$ cat src/rtl/expression_pipe_pkg.sv
// Shared op codes and helpers for the pipelined expression evaluator.
package expression_pipe_pkg;

    localparam int unsigned OP_W = 3;

    localparam logic [OP_W-1:0] OP_ADD  = 3'd0;
    localparam logic [OP_W-1:0] OP_SUB  = 3'd1;
    localparam logic [OP_W-1:0] OP_MULH = 3'd2;
    localparam logic [OP_W-1:0] OP_CMP  = 3'd3;
    localparam logic [OP_W-1:0] OP_SHR  = 3'd4;
    localparam logic [OP_W-1:0] OP_XNR  = 3'd5;
    localparam logic [OP_W-1:0] OP_ACC  = 3'd6;
    localparam logic [OP_W-1:0] OP_CLR  = 3'd7;

    // Signed only when both operands are signed; SHR looks at a alone.
    function automatic logic eff_signed(input logic [OP_W-1:0] op,
                                        input logic sgn_a,
                                        input logic sgn_b);
        return (op == OP_SHR) ? sgn_a : (sgn_a && sgn_b);
    endfunction

endpackage

$ cat src/rtl/expression_lane.sv
// One lane: combinational expression evaluation plus its accumulator.
module expression_lane
    import expression_pipe_pkg::*;
#(
    parameter int unsigned W = 8
) (
    input  logic            clk,
    input  logic            reset,
    input  logic            accept,
    input  logic [OP_W-1:0] op,
    input  logic            sgn_a,
    input  logic            sgn_b,
    input  logic [W-1:0]    a,
    input  logic [W-1:0]    b,
    output logic [W-1:0]    result_c
);

    localparam int unsigned SH_W = $clog2(W);
    localparam int unsigned PW   = 2 * W;

    logic            s;
    logic [W-1:0]    acc;
    logic [W-1:0]    acc_sum;
    logic [PW-1:0]   a_ext;
    logic [PW-1:0]   b_ext;
    logic [PW-1:0]   prod;
    logic [SH_W-1:0] shamt;
    logic [W-1:0]    shr;
    logic            lt;
    logic            xnr;

    assign s = eff_signed(op, sgn_a, sgn_b);

    // Extending to 2W first makes the truncated product exact for both signednesses.
    assign a_ext   = {{W{s & a[W-1]}}, a};
    assign b_ext   = {{W{s & b[W-1]}}, b};
    assign prod    = a_ext * b_ext;
    assign lt      = s ? ($signed(a) < $signed(b)) : (a < b);
    assign shamt   = b[SH_W-1:0];
    assign shr     = sgn_a ? W'($signed(a) >>> shamt) : (a >> shamt);
    assign xnr     = ~^(a ^ b);
    assign acc_sum = acc + a;

    always_comb begin
        result_c = '0;
        case (op)
            OP_ADD:  result_c = a + b;
            OP_SUB:  result_c = a - b;
            OP_MULH: result_c = prod[PW-1:W];
            OP_CMP:  result_c = W'(lt);
            OP_SHR:  result_c = shr;
            OP_XNR:  result_c = W'(xnr);
            OP_ACC:  result_c = acc_sum;
            OP_CLR:  result_c = '0;
            default: result_c = '0;
        endcase
    end

    // Accumulator advances only when the transaction is actually accepted.
    always_ff @(posedge clk) begin
        if (reset) begin
            acc <= '0;
        end else if (accept) begin
            if (op == OP_ACC) begin
                acc <= acc_sum;
            end else if (op == OP_CLR) begin
                acc <= '0;
            end
        end
    end

endmodule

$ cat src/rtl/expression_pipe.sv
// LANES-wide expression evaluator behind a STAGES-deep stallable pipeline.
module expression_pipe
    import expression_pipe_pkg::*;
#(
    parameter int unsigned W      = 8,
    parameter int unsigned LANES  = 4,
    parameter int unsigned STAGES = 2
) (
    input  logic               clk,
    input  logic               reset,
    input  logic               in_valid,
    output logic               in_ready,
    input  logic [OP_W-1:0]    op,
    input  logic               sgn_a,
    input  logic               sgn_b,
    input  logic [LANES*W-1:0] a,
    input  logic [LANES*W-1:0] b,
    output logic               out_valid,
    input  logic               out_ready,
    output logic [LANES*W-1:0] y
);

    localparam int unsigned BW = LANES * W;

    logic              en;
    logic              accept;
    logic [BW-1:0]     lane_y;
    logic [STAGES-1:0] stage_valid;
    logic [BW-1:0]     stage_data [STAGES];

    assign en       = !out_valid || out_ready;
    assign in_ready = en;
    assign accept   = in_valid && en;

    for (genvar i = 0; i < LANES; i++) begin : g_lane
        expression_lane #(.W(W)) u_lane (
            .clk      (clk),
            .reset    (reset),
            .accept   (accept),
            .op       (op),
            .sgn_a    (sgn_a),
            .sgn_b    (sgn_b),
            .a        (a[i*W +: W]),
            .b        (b[i*W +: W]),
            .result_c (lane_y[i*W +: W])
        );
    end

    // Whole pipeline shifts together on en; bubbles are carried, not collapsed.
    always_ff @(posedge clk) begin
        if (reset) begin
            stage_valid <= '0;
            for (int s = 0; s < STAGES; s++) begin
                stage_data[s] <= '0;
            end
        end else if (en) begin
            stage_valid[0] <= in_valid;
            stage_data[0]  <= lane_y;
            for (int s = 1; s < STAGES; s++) begin
                stage_valid[s] <= stage_valid[s-1];
                stage_data[s]  <= stage_data[s-1];
            end
        end
    end

    assign out_valid = stage_valid[STAGES-1];
    assign y         = stage_data[STAGES-1];

endmodule

$ cat config.mk
export PLATFORM = sky130hd
export DESIGN_NAME = expression_pipe
export DESIGN_NICKNAME = d
export VERILOG_FILES = /design/src/rtl/expression_pipe_pkg.sv /design/src/rtl/expression_lane.sv /design/src/rtl/expression_pipe.sv
export SDC_FILE = /design/constraint.sdc
export NUM_CORES = 1
export LEC_CHECK = 0
export ABC_AREA = 1
export ABC_CLOCK_PERIOD_IN_PS = 7300
export CAP_MARGIN = 30
export CORE_AREA = 4 4 271 273
export DETAILED_ROUTE_END_ITERATION = 12
export DIE_AREA = 0 0 275 277
export PLACE_DENSITY_LB_ADDON = 0.15
export SYNTH_ARGS = -nofsm -noshare
export SYNTH_HDL_FRONTEND = slang
export SYNTH_SLANG_ARGS = --single-unit
$ cat constraint.sdc
create_clock -name clk -period 7.3 [get_ports clk]
set_clock_uncertainty 0.1 [all_clocks]
set_input_delay 1.46 -clock clk [delete_from_list [all_inputs] [get_ports clk]]
set_output_delay 1.46 -clock clk [all_outputs]
set_load 0.1 [all_outputs]
==> summary.md, run 1 <==
| Metric | Value |
|---|---|
| Core ar. | `0.0711 mm²` |
| Vias in the first global route | `19,400` |
| Setup TNS Final | `0 ns` |
| Met2 wire length | `32.9 mm` |
| Setup-failing EPs final | `0` |
| Fin nets | `3,594` |
| DR WL/cell | `17.3 µm` |
| Gr ovfl total | `0` |
| Total Power | `4.65 mW` |
| R2r setup slk | `4.88 ns` |
| P_leak | `12.8 nW` |
| Most frequent cells in the layout | `nand2_1, inv_1, fa_1, ha_1, nor2_1` |
| Sequential element share of the synthesized area | `12.4%` |
| CTS tree | `done` |
| Crit path launch type | `input port` |
| Hold Slack | `0.374 ns` |
| Distinct cells, synth | `48` |
| Vias | `18,800` |
| Ys flop type | `edfxtp_1` |
| Pin count of the biggest net entering global routing | `49` |
| H-tree depth | `3` |
| Vias per cell | `4.69` |
| Pins over their slew limit | `0` |
| Initial Util | `29.6%` |
| Multi-input gate area | `0.0152 mm²` |
| Die Width | `275 µm` |
| Initial antenna violation count | `0` |
| Fin util | `33.4%` |
| Die H | `277 µm` |
| Relative slew slack | `33.4%` |
| Number of fill cells in the layout | `7,736` |
| Fmax | `145 MHz` |
| Sequential standard cell area | `0.00260 mm²` |
| Crit path DAT | `6.93 ns` |
| Clock latency on the worst-skew pair | `0.38 ns` |
| Gpl congestion | `0.917` |
| IO Pins | `107` |
| Worst EP required | `7.35 ns` |
| Syn Nets | `3,510` |
| Placed inst area | `0.0235 mm²` |
| Most common cell after layout, fill and taps aside | `nand2_1` |
| Clock slew at reported path FFs | `0.08 ns` |
| Final instance count without filler cells | `4,004` |
| Post-synth top area cell | `fa_1` |
| N_diodes | `0` |
| Crit Path Class | `input port to flop` |
| EDFF count, synth | `64` |
| Worst Tran Pin Value | `0.996 ns` |
| Starting DRT DRC Count | `1,159` |
| Metal-1 WL | `32.6 mm` |
| Synth Cell Area | `0.0211 mm²` |
| Setup WS post-layout | `0.421 ns` |
| Max-Cap Viols | `0` |
| Final hold violations | `0` |
| DIE AREA | `0.0762 mm²` |
| Area grow syn2layout | `12.8%` |
| DP HPWL | `57.1 mm` |
| Clock Path Buffers | `2` |
| Period utilisation layout | `94.2%` |
| Worst Setup End Kind | `flop` |
| Top Layer Used | `met4` |
| First-pass detailed-route iteration total | `5` |
| Synth area leaders | `fa_1, ha_1, nand2_1, inv_1, edfxtp_1` |
| Yosys warning count | `0` |
| Post-Synthesis Cells | `2,965` |
| Unrepaired setup endpoints after global routing | `no` |
| CP max FO | `5` |
| Worst Hold Class | `flop to flop` |
| CTS root buf | `clkbuf_16` |
| Post-CTS Setup Inserts | `0` |
| Input/output buffers | `106` |
| Top-area cell type share of the netlist area | `24.7%` |
| Fin area | `0.0238 mm²` |
| Met3 Wirelength | `2.67 mm` |
| IR Drop Worst-Case VDD | `0.120 mV` |
| Total GRT Usage | `18.4%` |
| Routed WL | `69.3 mm` |
| Status | `finished, final reports clean` |
| Hold buffers post-CTS | `0` |
| Dpl cells | `3,988` |
| Rows | `98` |
| P per Cell Area | `196 mW/mm²` |
| Layout cell share with drive strength beyond 1 | `5.17%` |
| DRC Markers | `0` |
| CTS buffer count | `9` |
| Placement Setup Slack | `-0.00458 ns` |
| Routed Antenna Nets | `0` |
| Fin crit period | `6.88 ns` |
| Global-route wire length before repair | `110 mm` |
| Register bit total from synthesis | `98` |
| Number of clock sinks | `98` |
| Async SR Flop Fraction | `0%` |
| Mean post-synth cell area | `7.11 µm²` |
## Yosys cell counts (2+ instances only)
cell / count
inv_2: 10
nand3b_1: 11
a21oi_1: 173
a211oi_1: 2
a21oi_2: 2
o21bai_1: 9
nor3_1: 25
o21ai_0: 154
nand2_4: 2
nor2_1: 176
o211ai_1: 10
xor2_1: 43
buf_4: 35
nor3_2: 2
a221oi_1: 2
inv_1: 671
ha_1: 212
or2_2: 7
o21ai_1: 11
edfxtp_1: 64
o21a_1: 5
xnor2_1: 20
o221ai_1: 4
nor4_1: 2
a21o_1: 12
buf_1: 2
fa_1: 260
a31oi_1: 14
dfxtp_1: 34
buf_6: 2
nand2_1: 681
a21boi_0: 9
nand4_1: 29
buf_2: 23
nand3_1: 148
clkinv_1: 9
nand3_2: 4
clkbuf_1: 76
## layout make-up
cell class | count | area share (%)
Sequential cell | 98 | 10.9
Clock inverter | 5 | 0.153
Tap cell | 950 | 5.00
Multi-Input combinational cell | 2039 | 64.1
Inverter | 690 | 10.9
Clock buffer | 11 | 1.02
Timing Repair Buffer | 211 | 7.91
## state kept, by name, summed over array words and instances, names as in the netlist
name               flops
g_lane.u_lane.acc     32
stage_data            64
stage_valid            2
## path summary, 6_finish.rpt
path,start,endpoint,cells after the start
worst max register to register,g_lane[0].u_lane.acc[2],stage_data[0][5],10
worst max-delay path,op[1],stage_data[0][31],25
worst min register to register,g_lane[0].u_lane.acc[0],g_lane[0].u_lane.acc[0],2
worst min-delay path,g_lane[0].u_lane.acc[0],g_lane[0].u_lane.acc[0],2
## routing by layer
metal	GRT usage [%]	up-vias
met3	1.78	56
met4	3.20	0
met2	31.3	394
met5	0	-
met1	25.8	9064
li1	-	9246
## worst max-delay path, cell delays in order
cell and delay [ns]:
clkdlybuf4s50_1 0.47, nor2_4 0.16, nand2_4 0.10, nand2_4 0.08, nand2_2 0.05, inv_2 0.21
nand3_1 0.30, fa_1 0.68, inv_1 0.15, fa_1 0.60, inv_1 0.08, fa_1 0.54
inv_1 0.05, fa_1 0.44, ha_1 0.31, ha_1 0.35, nand2_1 0.11, nor3_1 0.19
nand2_1 0.08, nand3_1 0.12, nand3_1 0.10, nand3_1 0.10, nand3_1 0.09, nand2_1 0.07
inv_1 0.04
## what timing repair did
action | CTS | global route
setup endpoints to repair | 0 | 2
endpoints found under the hold margin | 0 | 0
resized for setup | 0 | 5
## where the power goes
part	switching [mW]	internal (mW)	leakage, nW
clock	0.251	0.244	0.142
combinational	2.16	1.31	11.6
sequential	0.0200	0.658	1.04
total	2.44	2.21	12.8
## cell families after synthesis
logic type / after synthesis / share of synthesized area (%)
flip-flops: 98 / 12.4
AO/OA/AOI/OAI: 412 / 10.6
XOR/XNOR: 63 / 2.62
adder cells (fa/ha/maj): 472 / 37.3
buffers and inverters: 828 / 15.6
AND/OR/NAND/NOR: 1092 / 21.5
Note: power is estimated with default switching activity, not from simulation.
==> run 2: changes to the inputs <==
CORE_AREA = 2 2 269 271   (was 4 4 271 273)
DIE_AREA = 0 0 271 273   (was 0 0 275 277)
==> summary.md, run 2 (synthesis gave the netlist of run 1 again) <==
| Metric | Value |
|---|---|
| Switching pwr | `2.47 mW` |
| Gr ovfl total | `0` |
| Grt peak-use layer | `met2` |
| Pins over their slew limit | `0` |
| Slowest CP cell | `fa_1` |
| Rows | `98` |
| CP bufs+invs | `8` |
| DRC Markers | `0` |
| Vias per cell | `4.69` |
| Clock latency on the worst-skew pair | `0.38 ns` |
| Pin count of the biggest net entering global routing | `51` |
| Max-Cap Viols | `0` |
| Initial antenna violation count | `0` |
| Gpl congestion | `0.901` |
| CP max FO | `11` |
| Area grow syn2layout | `12.8%` |
| Top flop regs | `stage_data (64), g_lane.u_lane.acc (32), stage_valid (2)` |
| Most common cell after layout, fill and taps aside | `nand2_1` |
| Die H | `273 µm` |
| Crit Path Class | `input port to flop` |
| Worst Hold Class | `flop to flop` |
| Starting DRT DRC Count | `1,236` |
| Vias | `18,800` |
| Worst Tran Pin Value | `0.984 ns` |
| Setup TNS Final | `0 ns` |
| Post-CTS Setup Inserts | `0` |
| Clock Path Buffers | `2` |
| Clock slew at reported path FFs | `0.09 ns` |
| Worst Setup End Kind | `flop` |
| Fin nets | `3,594` |
| DIE AREA | `0.0740 mm²` |
| Flop pwr share | `14.5%` |
| Unrepaired setup endpoints after global routing | `no` |
| Switching portion of total power | `52.6%` |
| Total GRT Usage | `19.2%` |
| Met1 Use GR | `25.5%` |
| M2 GR Usage | `32.3%` |
| Number of clock sinks | `98` |
| Final hold violations | `0` |
| Clk pwr share | `11.1%` |
| CTS root buf | `clkbuf_16` |
| First-pass detailed-route iteration total | `5` |
| Input/output buffers | `106` |
| Worst EP required | `7.36 ns` |
| CTS buffer count | `9` |
| # resized after CTS | `0` |
| Initial Util | `29.7%` |
| Largest register FFs | `64` |
| Global-route wire length before repair | `110 mm` |
| Most frequent cells in the layout | `nand2_1, inv_1, fa_1, ha_1, nor2_1` |
| Sequential standard cell area | `0.00260 mm²` |
| Internal Power | `2.22 mW` |
| Setup-failing EPs final | `0` |
| IR Drop Worst-Case VDD | `0.119 mV` |
| Logic pwr share | `74.5%` |
| Status | `finished, final reports clean` |
| Crit path DAT | `6.89 ns` |
| H-tree depth | `3` |
| Layout cell share with drive strength beyond 1 | `5.08%` |
| Die Width | `271 µm` |
| Number of fill cells in the layout | `7,675` |
| Routed WL | `70.1 mm` |
| Vias in the first global route | `19,300` |
| Fin crit period | `6.84 ns` |
| CTS tree | `done` |
| Hold buffers post-CTS | `0` |
| DR WL/cell | `17.5 µm` |
| DP HPWL | `57.0 mm` |
| Hold Slack | `0.373 ns` |
| Crit path launch type | `input port` |
| Relative slew slack | `34.2%` |
| Core ar. | `0.0710 mm²` |
| Delay-heaviest family, CP | `adder cells` |
| IO Pins | `107` |
| Routed Antenna Nets | `0` |
| P per Cell Area | `197 mW/mm²` |
| Largest Register | `stage_data` |
| Period utilisation layout | `93.7%` |
| Multi-input gate area | `0.0152 mm²` |
| Met3 Usage GRT | `2.83%` |
| Fmax | `146 MHz` |
| P_leak | `12.8 nW` |
| Largest stage delay on the critical path | `0.52 ns` |
## run 2: worst paths after layout
check | start | end | slack, ns | cells after the start
worst max-delay path | op[1] | stage_data[0][7] | 0.46 | 28
worst min-delay path | g_lane[1].u_lane.acc[0] | g_lane[1].u_lane.acc[0] | 0.37 | 2
worst max register to register | stage_valid[1] | stage_data[0][47] | 4.86 | 7
worst min register to register | g_lane[1].u_lane.acc[0] | g_lane[1].u_lane.acc[0] | 0.37 | 2
## run 2: cell type report
cell class / instances / area share (%)
diodes: 1 / 0.0105
clock buffers: 9 / 0.947
clock inverters: 7 / 0.295
inverters: 690 / 10.9
multi-input cells: 2039 / 64.0
flip-flops and latches: 98 / 10.9
well taps: 950 / 5.00
repair buffers: 211 / 7.92
## run 2: power by group through the flow
stage	sequential (mW)	combinational, mW	clock [mW]
CTS	0.679	3.51	0.540
global placement	0.692	3.46	0
floorplan	0.686	2.57	0
finish	0.678	3.49	0.520
global route	0.684	4.03	0.555
detailed placement	0.692	3.48	0
## run 2: layer usage
metal / routed length, µm / vias to the layer above
li1: - / 9261
met1: 31700 / 8951
met2: 33000 / 471
met3: 3470 / 92
met4: 1940 / 0
met5: 0 / -
## run 2: through the flow
stage                     total power [mW]  cells  cell area, µm²  setup slack, ns  util [%]
after floorplan                       3.26   2965           21100            0.740         -
after global placement                4.15   3987           23400            0.110      33.0
after detailed placement              4.17   3988           23500           0.0560      33.1
after CTS                             4.73   4004           23800            0.473      33.5
after global routing                  5.27   4004           23800            0.105      33.5
final                                 4.69   4005           23800            0.463      33.5
## run 2: worst min-delay path, cell delays in order, from the launching register on
cell	delay (ns)
dfxtp_1	0.32
nand2_1	0.06
a21oi_1	0.05
==> run 3: changes to the inputs <==
ABC_CLOCK_PERIOD_IN_PS = 8200   (was 7300)
clock period = 8.2 ns   (was 7.3 ns; I/O delays follow)
==> summary.md, run 3 (synthesis gave the netlist of run 1 again) <==
| Metric | Value |
|---|---|
| Status | `finished, final reports clean` |
| Starting DRT DRC Count | `1,317` |
| Core ar. | `0.0710 mm²` |
| Global-route wire length before repair | `109 mm` |
| Pin count of the biggest net entering global routing | `52` |
| Largest stage delay on the critical path | `0.57 ns` |
| IO Pins | `107` |
| Clock slew at reported path FFs | `0.09 ns` |
| Fin crit period | `7.60 ns` |
| Top flop regs | `stage_data (64), g_lane.u_lane.acc (32), stage_valid (2)` |
| Worst EP required | `8.28 ns` |
| Initial antenna violation count | `0` |
| Unrepaired setup endpoints after global routing | `no` |
| Gpl congestion | `0.888` |
| Largest Register | `stage_data` |
| Crit path launch type | `input port` |
| Routed Antenna Nets | `0` |
| Slowest CP cell | `clkdlybuf4s50_1` |
| First-pass detailed-route iteration total | `6` |
| Most frequent cells in the layout | `nand2_1, inv_1, fa_1, ha_1, nor2_1` |
| Pins over their slew limit | `0` |
| DP HPWL | `55.5 mm` |
| Hold buffers post-CTS | `0` |
| Period utilisation layout | `92.6%` |
| N_diodes | `0` |
| Area grow syn2layout | `11.7%` |
| Fmax | `132 MHz` |
| Vias per cell | `4.73` |
| Die H | `273 µm` |
| CP max FO | `17` |
| IR Drop Worst-Case VDD | `0.106 mV` |
| Vias in the first global route | `19,300` |
| Number of clock sinks | `98` |
| Crit path DAT | `7.68 ns` |
| Fin area | `0.0235 mm²` |
| Clock Path Buffers | `2` |
| Die Width | `271 µm` |
| Logic pwr share | `73.9%` |
| P per Cell Area | `174 mW/mm²` |
| Vias | `18,800` |
| Most common cell after layout, fill and taps aside | `nand2_1` |
| Fin nets | `3,555` |
| Worst Setup End Kind | `flop` |
| Gr ovfl total | `0` |
| Crit Path Class | `input port to flop` |
| DR WL/cell | `17.5 µm` |
| Max-Cap Viols | `0` |
| Total GRT Usage | `19.0%` |
| P_leak | `12.6 nW` |
| Setup-failing EPs final | `0` |
| H-tree depth | `3` |
| Relative slew slack | `33.3%` |
| CP cell instances | `clkdlybuf4s50_1 -> nor2_4 -> nand2_4 -> nand2_4 -> nand2_2 -> inv_2 -> nand3_1 -> fa_1 -> fa_1 -> inv_1 -> fa_1 -> fa_1 -> inv_1 -> fa_1 -> inv_1 -> ha_1 -> a21oi_1 -> o21ai_0 -> inv_1 -> nand2_1 -> nand2_1 -> nand3b_1 -> nand3_1 -> a21oi_1` |
| Worst Tran Pin Value | `0.998 ns` |
| Worst r2r src | `g_lane[2].u_lane.acc[0]` |
| Post-CTS Setup Inserts | `0` |
| Largest register FFs | `64` |
| CTS buffer count | `9` |
| Routed WL | `69.3 mm` |
| R2R cell count | `14` |
| R2r setup slk | `5.71 ns` |
| # resized after CTS | `0` |
| DRC Markers | `0` |
| CTS root buf | `clkbuf_16` |
| Worst Hold Class | `flop to flop` |
| Placed inst area | `0.0232 mm²` |
| Switching portion of total power | `52.5%` |
| Final hold violations | `0` |
| Cells on Worst Hold Path | `2` |
| Flop pwr share | `14.7%` |
| CP most frequent cell | `fa_1` |
| Rows | `98` |
| Layout cell share with drive strength beyond 1 | `3.88%` |
| Initial Util | `29.7%` |
| CP startpoint | `op[1]` |
| Reg2reg end | `stage_data[0][22]` |
| Internal Power | `1.95 mW` |
| Setup TNS Final | `0 ns` |
| DIE AREA | `0.0740 mm²` |
| Input/output buffers | `106` |
| Hold Slack | `0.383 ns` |
| Clock latency on the worst-skew pair | `0.38 ns` |
| Switching pwr | `2.16 mW` |
| Clk pwr share | `11.4%` |
| CTS tree | `done` |
| CP endpoint | `stage_data[0][5]` |
run 3: changes by cell type in the layout (fill, tap and decap cells not counted):
cell	previous run	this run
buf_12	1	0
buf_16	1	3
buf_4	103	63
clkbuf_16	9	10
clkinv_8	1	2
clkinvlp_4	1	0
diode_2	1	0
inv_8	2	1
nor3_1	24	23
nor3_2	1	2
run 3: through the flow:
stage | total power [mW] | std cells | utilization (%) | worst slack (ns)
final | 4.10 | 3965 | 33.1 | 0.605
after global routing | 4.63 | 3965 | 33.1 | 0.253
after CTS | 4.15 | 3965 | 33.1 | 0.548
after detailed placement | 3.65 | 3949 | 32.7 | 0.145
after global placement | 3.63 | 3946 | 32.6 | 0.233
after floorplan | 2.90 | 2965 | - | 1.46
run 3: layer usage:
layer  up-vias  GRT usage [%]  part of all wire, %
li1       9177              -                    -
met1      9055           25.6                   47
met2       437           31.9                   46
met3        89           2.32                  3.9
met4         0           5.39                  2.7
met5         -              0                    0
run 3: how the worst min path moves through the flow:
| stage | startpoint | to | slack (ns) |
|---|---|---|---|
| global placement | stage_valid[0] | stage_valid[0] | 0.36 |
| global route | g_lane[0].u_lane.acc[0] | g_lane[0].u_lane.acc[0] | 0.39 |
| finish | g_lane[0].u_lane.acc[0] | g_lane[0].u_lane.acc[0] | 0.38 |
| floorplan | g_lane[0].u_lane.acc[0] | g_lane[0].u_lane.acc[0] | 0.34 |
| detailed placement | g_lane[0].u_lane.acc[0] | g_lane[0].u_lane.acc[0] | 0.37 |
| CTS | g_lane[0].u_lane.acc[0] | g_lane[0].u_lane.acc[0] | 0.38 |
run 3: layout make-up:
| class | count | area, µm² |
|---|---|---|
| fillers | 7724 | 47500 |
| multi-input cells | 2039 | 15200 |
| flip-flops and latches | 98 | 2600 |
| inverters | 690 | 2590 |
| repair buffers | 172 | 1620 |
| well taps | 950 | 1190 |
| clock buffers | 10 | 250 |
| clock inverters | 6 | 67.6 |
run 3: power by group through the flow:
stage	clock, mW	combinational [mW]	sequential, mW
6_report	0.468	3.03	0.604
5_1_grt	0.500	3.52	0.610
3_5_place_dp	0	3.03	0.617
4_1_cts	0.486	3.06	0.605
3_3_place_gp	0	3.02	0.617
2_1_floorplan	0	2.29	0.611
run 3: worst max-delay path, delay by kind of cell:
kind / cells / cell delay (ns)
buffers and inverters: 6 / 1.23
adders and majority gates: 6 / 2.92
AOI/OAI and AO/OA: 3 / 0.65
and+or+nand+nor: 9 / 1.19
